File: src/rtl/sbox_sched.sv
// Time-multiplexed AES S-box controller: NSBOX shared byte S-boxes serve the
// 128-bit SubBytes requester and the 32-bit SubWord requester, round-robin.

module sbox_byte (
    input  logic [7:0] a,
    output logic [7:0] s
);
    function automatic logic [7:0] gf_mul(input logic [7:0] x, input logic [7:0] y);
        logic [7:0] p;
        logic [7:0] t;
        p = 8'h00;
        t = x;
        for (int i = 0; i < 8; i++) begin
            if (y[i]) p = p ^ t;
            t = {t[6:0], 1'b0} ^ (t[7] ? 8'h1b : 8'h00);
        end
        return p;
    endfunction

    // Inverse in GF(2^8) as x^254; maps 0 to 0 as the S-box requires.
    function automatic logic [7:0] gf_inv(input logic [7:0] x);
        logic [7:0] r;
        logic [7:0] sq;
        r  = 8'h01;
        sq = x;
        for (int i = 1; i < 8; i++) begin
            sq = gf_mul(sq, sq);
            r  = gf_mul(r, sq);
        end
        return r;
    endfunction

    logic [7:0] inv;

    assign inv = gf_inv(a);
    assign s   = inv
               ^ {inv[6:0], inv[7]}
               ^ {inv[5:0], inv[7:6]}
               ^ {inv[4:0], inv[7:5]}
               ^ {inv[3:0], inv[7:4]}
               ^ 8'h63;
endmodule

// state  | meaning
// IDLE   | no job active, readies may be granted
// RUN_SB | SubBytes job stepping through 16 bytes
// RUN_SW | SubWord job stepping through 4 bytes
module sbox_sched #(
    parameter int NSBOX = 4
) (
    input  logic         clk,
    input  logic         rst_n,
    input  logic         sb_valid,
    output logic         sb_ready,
    input  logic [127:0] sb_in,
    output logic [127:0] sb_out,
    output logic         sb_done,
    input  logic         sw_valid,
    output logic         sw_ready,
    input  logic [31:0]  sw_in,
    output logic [31:0]  sw_out,
    output logic         sw_done,
    output logic         busy
);
    localparam int         SHIFT   = (NSBOX == 4) ? 2 : (NSBOX == 2) ? 1 : 0;
    localparam logic [3:0] SB_LAST = 4'(16 / NSBOX - 1);
    localparam logic [3:0] SW_LAST = 4'(4 / NSBOX - 1);

    localparam logic [1:0] IDLE   = 2'd0;
    localparam logic [1:0] RUN_SB = 2'd1;
    localparam logic [1:0] RUN_SW = 2'd2;

    logic [1:0]   state;
    logic [3:0]   cnt;
    logic         last_sw;
    logic [127:0] work;
    logic [127:0] sb_res;
    logic [31:0]  sw_res;
    logic         sb_done_q;
    logic         sw_done_q;

    logic         idle;
    logic         grant_sb;
    logic         grant_sw;
    logic         last_chunk;
    logic [3:0]   base;
    logic [7:0]   sbox_s [NSBOX];

    // last_sw=0 after reset means SubWord wins the first tie.
    always_comb begin
        idle       = (state == IDLE);
        grant_sw   = idle && sw_valid && (!sb_valid || !last_sw);
        grant_sb   = idle && sb_valid && (!sw_valid || last_sw);
        base       = cnt << SHIFT;
        last_chunk = (state == RUN_SB) ? (cnt == SB_LAST) : (cnt == SW_LAST);
    end

    for (genvar g = 0; g < NSBOX; g++) begin : g_sbox
        logic [3:0] bidx;
        assign bidx = base | 4'(g);
        sbox_byte u_sbox (
            .a (work[{bidx, 3'b000} +: 8]),
            .s (sbox_s[g])
        );
    end

    always_ff @(posedge clk or negedge rst_n) begin
        if (!rst_n) begin
            state     <= IDLE;
            cnt       <= 4'd0;
            last_sw   <= 1'b0;
            work      <= '0;
            sb_res    <= '0;
            sw_res    <= '0;
            sb_done_q <= 1'b0;
            sw_done_q <= 1'b0;
        end else begin
            sb_done_q <= 1'b0;
            sw_done_q <= 1'b0;
            case (state)
                IDLE: begin
                    if (grant_sw) begin
                        work    <= {96'b0, sw_in};
                        sw_res  <= '0;
                        last_sw <= 1'b1;
                        cnt     <= 4'd0;
                        state   <= RUN_SW;
                    end else if (grant_sb) begin
                        work    <= sb_in;
                        sb_res  <= '0;
                        last_sw <= 1'b0;
                        cnt     <= 4'd0;
                        state   <= RUN_SB;
                    end
                end
                RUN_SB: begin
                    for (int i = 0; i < NSBOX; i++)
                        sb_res[{base | 4'(i), 3'b000} +: 8] <= sbox_s[i];
                    if (last_chunk) begin
                        state     <= IDLE;
                        cnt       <= 4'd0;
                        sb_done_q <= 1'b1;
                    end else begin
                        cnt <= cnt + 4'd1;
                    end
                end
                RUN_SW: begin
                    for (int i = 0; i < NSBOX; i++)
                        sw_res[{base[1:0] | 2'(i), 3'b000} +: 8] <= sbox_s[i];
                    if (last_chunk) begin
                        state     <= IDLE;
                        cnt       <= 4'd0;
                        sw_done_q <= 1'b1;
                    end else begin
                        cnt <= cnt + 4'd1;
                    end
                end
                default: begin
                    state <= IDLE;
                    cnt   <= 4'd0;
                end
            endcase
        end
    end

    assign sb_ready = grant_sb;
    assign sw_ready = grant_sw;
    assign sb_out   = sb_res;
    assign sw_out   = sw_res;
    assign sb_done  = sb_done_q;
    assign sw_done  = sw_done_q;
    assign busy     = !idle;
endmodule

File: config.mk
export PLATFORM = sky130hd
export DESIGN_NAME = sbox_sched
export DESIGN_NICKNAME = d
export VERILOG_FILES = /design/src/rtl/sbox_sched.sv
export SDC_FILE = /design/constraint.sdc
export NUM_CORES = 2
export LEC_CHECK = 0
export BUFFER_PORTS_ARGS = -buffer_cell sky130_fd_sc_hd__buf_2
export CORE_UTILIZATION = 59
export CTS_CLUSTER_DIAMETER = 120
export CTS_CLUSTER_SIZE = 24
export DETAILED_ROUTE_END_ITERATION = 6
export PLACE_DENSITY = 0.8
export SYNTH_ARGS = -nofsm -noshare
export SYNTH_HDL_FRONTEND = slang
export SYNTH_SLANG_ARGS = --single-unit
File: constraint.sdc
create_clock -name clk -period 14.67 [get_ports clk]
set_clock_uncertainty 0.05 [all_clocks]
set_input_delay 0 -clock clk [delete_from_list [all_inputs] [get_ports clk]]
set_output_delay 0 -clock clk [all_outputs]
set_load 0.05 [all_outputs]
Word level (Yosys, flattened, before mapping)
Cells that the tools add are included.
Widths: inputs -> output; s select.
{"block": "totals", "mem_bits_ro": 0, "latchBits": 0, "word_cells": 1666, "mem_bits_rw": 0, "register_bits": 297, "n_memories": 0}
{"block": "op_classes", "multipliers": 0, "div": 0, "n_addsub": 5, "n_mux": 837, "shift": 12, "bitwise_logic": 776, "n_lt_le_gt_ge": 0, "reduce_logical": 20, "n_eq_ne": 8}
{"cell": "$xor 8x8->8", "n": 744}
{"cell": "$mux 8", "n": 420}
{"cell": "$mux 5", "n": 368}
{"cell": "$bwmux 128", "n": 4}
{"cell": "$mux 128", "n": 4}
{"cell": "$shift 8x9->128 const A", "n": 4}
{"cell": "$shiftx 128x8->8", "n": 4}
{"cell": "$shiftx 8x9->128", "n": 4}
{"cell": "$pmux 128 s2", "n": 1}
{"cell": "$pmux 32 s2", "n": 1}
{"cell": "$neg 7->9", "n": 4}
{"cell": "$mux 32", "n": 1}
{"cell": "$mux 4", "n": 7}
{"cell": "$mux 7", "n": 4}
{"cell": "$not 1->1 const A", "n": 28}
{"cell": "$mux 6", "n": 4}
{"cell": "$not 4->4", "n": 4}
{"cell": "$mux 2", "n": 7}
{"cell": "$mux 3", "n": 4}
{"cell": "$mux 1", "n": 10}
{"cell": "$pmux 4 s2", "n": 1}
{"cell": "$ne 2x2->1 const B", "n": 3}
{"cell": "$reduce_and 2->1", "n": 3}
{"cell": "$reduce_bool 2->1", "n": 3}
{"cell": "other kinds (14)", "n": 21}

Longest topological paths before layout
{"block": "depth", "ltp_word": 139, "depth_mapped": 67, "mapped_depth_nobuf": 52}

By module
Synthesis repeated with hierarchy kept, for this count alone.
{"block": "hier_totals", "hier_cells": 8626, "area_unflattened_um2": 72796.1}
{"mod": "sbox_byte", "instances": 4, "seq_area_each_um2": 0.0, "cells_each": 1942, "area_each_um2": 15220.8}
{"mod": "sbox_sched", "instances": 1, "seq_area_each_um2": 7432.1, "cells_each": 858, "area_each_um2": 11912.7}

Least setup slack after synthesis
Ideal clock, no wire load.
{"block": "synth_path", "path_kind": "flip-flop to flip-flop", "startpoint": "register cnt[0]", "endpoint": "register sw_res[5], in the netlist sw_out[5]", "synth_period_minus_slack_ns": 16.010, "n_path_buf": 5, "required_time_ns": 14.539, "arrival_ns": 15.878, "path_slack_ns": -1.340, "setup_ns": 0.081, "path_stages_with_launch": 57, "path_cell_list": "dfrtp_1 buf_6 mux4_2 buf_6 buf_2 ha_1 nand2_1 xnor2_1 inv_1 clkbuf_1 ha_1 clkbuf_1 xor2_1 xnor2_1 xnor2_1 nand3_1 xnor2_1 nor2_1 [21 not listed] a21oi_1 xor3_4 xnor3_1 xnor3_2 nor2_1 xnor3_1 xnor3_1 xnor2_2 xnor3_2 xnor2_4 xnor3_1 nor2_1 xnor3_1 xnor2_1 xnor3_1 xnor3_2 xor3_1 o21ai_1"}
{"block": "synth_via", "elab_chain_len": 131}
{"element": "start, declared", "line": "74", "source": "logic [3:0] cnt;"}
{"element": "start signal, assigned", "line": "144", "source": "cnt <= cnt + 4'd1;"}
{"element": "start signal, assigned", "line": "155", "source": "cnt <= cnt + 4'd1;"}
{"element": "$shiftx 128x8->8 (*)", "line": "102", "source": ".a (work[{bidx, 3'b000} +: 8]),"}
{"element": "$mux 5 (tied with other cells)", "line": "15", "source": "t = {t[6:0], 1'b0} ^ (t[7] ? 8'h1b : 8'h00);"}
{"element": "$xor 8x8->8, on equally long branches", "line": "15, 14"}
{"element": "$xor 8x8->8 / $mux 8 (equally long branches)", "line": "14", "source": "if (y[i]) p = p ^ t;"}
{"element": "$mux 8 / $xor 8x8->8 (equally long branches)", "line": "14"}
{"element": "$xor 8x8->8 / $mux 8 (equally long branches)", "line": "14"}
{"element": "$mux 8 / $xor 8x8->8 (equally long branches)", "line": "14"}
{"element": "$xor 8x8->8 / $mux 8 (equally long branches)", "line": "14"}
{"element": "[115 not listed]"}
{"element": "$xor 8x8->8", "line": "14"}
{"element": "$mux 8 (*)", "line": "14"}
{"element": "$xor 8x8->8", "line": "37", "source": "^ {inv[6:0], inv[7]}"}
{"element": "$xor 8x8->8", "line": "38", "source": "^ {inv[5:0], inv[7:6]}"}
{"element": "$xor 8x8->8", "line": "39", "source": "^ {inv[4:0], inv[7:5]}"}
{"element": "$xor 8x8->8 (*)", "line": "40", "source": "^ {inv[3:0], inv[7:4]}"}
{"element": "$not 4->4 (no line) (*)"}
{"element": "$pmux 32 s2 (*)", "line": "120", "source": "case (state)"}
{"element": "end signal, assigned by index", "line": "149", "source": "sw_res[{base[1:0] | 2'(i), 3'b000} +: 8] <= sbox_s[i];"}
{"element": "end, declared", "line": "78", "source": "logic [31:0] sw_res;"}
Mark *: on every way between the ends. The rest lies on a longest branch, timed or not.
A chain may end at the register's enable or synchronous reset.

Worst setup path after layout
{"block": "layout_path", "startpoint": "register cnt[0]", "endpoint": "register sb_res[53], in the netlist sb_out[53]"}
{"block": "layout_via", "elab_chain_len": 136}
{"element": "$shiftx 128x8->8", "line": "102"}
{"element": "$mux 5 (tied with other cells)", "line": "15"}
{"element": "$xor 8x8->8, on equally long branches", "line": "15, 14"}
{"element": "$xor 8x8->8 / $mux 8 (equally long branches)", "line": "14"}
{"element": "$mux 8 / $xor 8x8->8 (equally long branches)", "line": "14"}
{"element": "$xor 8x8->8 / $mux 8 (equally long branches)", "line": "14"}
{"element": "$mux 8 / $xor 8x8->8 (equally long branches)", "line": "14"}
{"element": "$xor 8x8->8 / $mux 8 (equally long branches)", "line": "14"}
{"element": "[118 not listed]"}
{"element": "$xor 8x8->8", "line": "38"}
{"element": "$xor 8x8->8", "line": "39"}
{"element": "$xor 8x8->8", "line": "40"}
{"element": "$not 4->4 (no line)"}
{"element": "$shiftx 8x9->128", "line": "138", "source": "sb_res[{base | 4'(i), 3'b000} +: 8] <= sbox_s[i];"}
{"element": "$bwmux 128 (3 in series)", "line": "138"}
{"element": "$bwmux 128 (*)", "line": "138"}
{"element": "$pmux 128 s2 (*)", "line": "120"}
{"element": "end signal, assigned by index", "line": "138"}
{"element": "end, declared", "line": "77", "source": "logic [127:0] sb_res;"}
Marks and branches as above.

==> run_results.csv <==
group,metric,value,unit
logic_synthesis,synth_area_leaders,"xnor2_1 (20%), dfrtp_1 (11%), xnor3_1 (11%)",
logic_synthesis,synthFlopType,"dfrtp_1",
sta,fin_crit_sh,100.9,%
die,die_area,114000,sq um
clock_tree,clockBufferDepth,3,
place,postPlaceCellArea,74560,sq um
drt,ant_nets,0,
sta,grt_setup_unrepaired,"true",
die,fp.dieW,337.6,um
clock_tree,numCtsBuffers,20,
setup_path,cp-start-kind,"flop",
global_route,grt_max_degree,105,
logic_synthesis,seq_area_frac_synth,11.18,%
status,violations,"design-rule violations, negative hold slack, negative setup slack",
finish,fill_cells,7542,
setup_path,path_class,"flop to flop",
global_route,global_route.overflow_total,0,
worst_hold_path,hp-class,"primary input to async pin",
setup_path,cp_num_buf_inv,13,
finish,fin_area,84580,sq um
sta,hold_slack,-0.007688,ns
setup_path,crit_path_end_kind,"flop",
die,io_pins,329,
place,dp.cells,10240,
finish,instances_no_fill,10860,
clock_tree,clk_latency,0.59,ns
setup_path,cpMaxStageDelayCell,"mux4_2",
setup_path,cp_max_fo,13,
drt,wirelength,235.5,mm
setup_path,r2r_slack,-0.14,ns
sta,slew_viol_final,0,
die,core_area,111100,sq um
setup_path,critical_path_required,15.11,ns
global_route,grt_usage,37.21,%
setup_path,cpPeakStageDelay,0.54,ns
logic_synthesis,synth_top_area_share,19.58,%
logic_synthesis,yosysUniqueCellTypes,119,
sta,tightestPinTransition,1.304,ns
logic_synthesis,netlist_instances,8212,
drt,drc,4,
logic_synthesis,syn_area,66460,sq um
sta,hold_violations,2,
drt,first_pass_iters,7,
clock_tree,cts_tree,"built",
job,drv_cap,0,
drt,num_vias,68800,
setup_path,crit_top_cell,"buf_4",
logic_synthesis,yosysWarnings,0,
die,start_util,59.81,%
global_route,grt_pass1_wl,345.4,mm
clock_tree,cts_root_buf,"clkbuf_16",
logic_synthesis,ys_ff_latch,297,
setup_path,crit_family,"XOR/XNOR gates",
place,place_congestion,0.9651,
sta,layout_min_cycle_time,14.81,ns
clock_tree,path_clk_slew,0.10,ns
die,row_count,122,
logic_synthesis,syn_nets,8402,
finish,layout-drive-gt1-share,27.07,%
logic_synthesis,synth_edf_count,0,
global_route,antenna_found_initial,6,
status,outcome,"finished with violations",
finish,final_nets,9552,
setup_path,arrival,15.25,ns
finish,multi_input_area,61060,sq um
place,hpwl,155.3,mm
sta,maxSlewHeadroom,12.76,%
drt,vias_per_cell,6.333,
sta,setup_viol,20,
logic_synthesis,yosysTopAreaCell,"xnor2_1",
die,die_y,337.6,um
finish,area_growth,27.26,%
place,port_buffers,328,
finish,final-seq-area,7437,sq um
logic_synthesis,synthArstFlopShare,100.0,%
global_route,grt_pass1_vias,62920,
drt,routedWlPerCell,21.68,um
drt,drt_iter0_drc,8462,
sta,setup_slack,-0.1388,ns
clock_tree,cts_num_sinks,297,
clock_tree,htreeDepth,1,
sta,fmax,0.06753,GHz
logic_synthesis,postSynthAreaPerCell,8.093,sq um
synth_stat cells (173+ instances only):
cell,instances
mux2i_1,221
xnor2_1,1486
xnor3_1,325
nor3_1,173
nor2_1,1161
dfrtp_1,297
nand2_1,822
xor2_1,450
a21oi_1,386
o21ai_0,364
clkbuf_1,354
a22o_1,221
final timing paths:
| check | cells past startpoint | endpoint | start |
|---|---|---|---|
| hold reg to reg | 2 | work[10]$_DFFE_PN0P_ | work[10]$_DFFE_PN0P_ |
| setup / recovery | 58 | sb_out[53]$_DFFE_PN0P_ | cnt[0]$_DFFE_PN0P_ |
| setup reg to reg | 58 | sb_out[53]$_DFFE_PN0P_ | cnt[0]$_DFFE_PN0P_ |
| max in group asynchronous | 4 | work[34]$_DFFE_PN0P_ | rst_n |
| hold / removal | 2 | work[59]$_DFFE_PN0P_ | rst_n |
| min in group clk | 3 | work[120]$_DFFE_PN0P_ | sb_in[120] |
kinds of logic after synthesis:
kind of cell / after synthesis / share of synthesized area [%]
AND/OR/NAND/NOR: 2698 / 17.49
adder cells (fa/ha/maj): 32 / 0.5798
multiplexers: 296 / 5.201
XOR/XNOR: 2503 / 43.86
flip-flops: 297 / 11.18
AO/OA/AOI/OAI: 1721 / 17.29
buffers and inverters: 665 / 4.398
placed cells by master, fill, tap and decap left out, drive strengths merged, types with 57 or more instances in the layout:
| master | netlist | routed |
|---|---|---|
| xnor2 | 1608 | 1610 |
| buf | 218 | 1533 |
| nor2 | 1169 | 1169 |
| nand2 | 822 | 822 |
| xor2 | 492 | 492 |
| o21ai | 411 | 411 |
| a21oi | 388 | 388 |
| xnor3 | 357 | 357 |
| dfrtp | 297 | 297 |
| mux2i | 224 | 224 |
| a22o | 221 | 221 |
| nor3 | 174 | 174 |
| dlygate4sd3 | 0 | 164 |
| nand3 | 149 | 149 |
| o22ai | 113 | 113 |
| inv | 81 | 86 |
| nor2b | 77 | 77 |
| a211oi | 74 | 74 |
| a31oi | 71 | 71 |
| nand2b | 68 | 68 |
| o211ai | 60 | 60 |
| and2 | 57 | 57 |
stage by stage:
| step | utilization [%] | setup WS, ns | TNS (ns) |
|---|---|---|---|
| after floorplan | - | 0.01891 | 0 |
| final | 76.11 | -0.1388 | -1.010 |
| after global routing | 76.11 | -0.4548 | -31.63 |
| after CTS | 70.17 | -0.04662 | -0.3715 |
| after global placement | 67.09 | -0.6150 | -28.65 |
| after detailed placement | 67.09 | -0.8134 | -57.68 |
routing by layer:
layer  track usage (%)  wire [um]  vias to the layer above
met5                 0         13                        -
met4             14.79      12170                        2
met3             5.512      23090                      925
met2             61.22     110800                     4241
met1             49.01      89400                    33030
li1                  -          -                    30610
flip-flops by register name, indices dropped and copies added, names as in the netlist:
signal   cells
sw_out      32
sw_done      1
sb_done      1
work       128
sb_out     128
state        2
last_sw      1
cnt          4
cell type report:
type	instances	share of cell area, %
multi-input combinational	7252	72.20
clock inverter	10	0.1849
tap	1488	2.201
clock buffer	21	0.5962
inverter	90	0.4024
timing repair buffer	1701	15.61
antenna	5	0.01479
sequential	297	8.793
repair_timing:
action,CTS,global route
hold buffers,164,0
gates cloned,0,6
buffers inserted,54,365
hold endpoints to repair,235,0
gates resized for setup,102,643
pin swaps,39,385
endpoints found under the setup margin,155,160
Power is not shown: default switching activity piles up to over one toggle a cycle in this logic, so the estimate is an artifact.
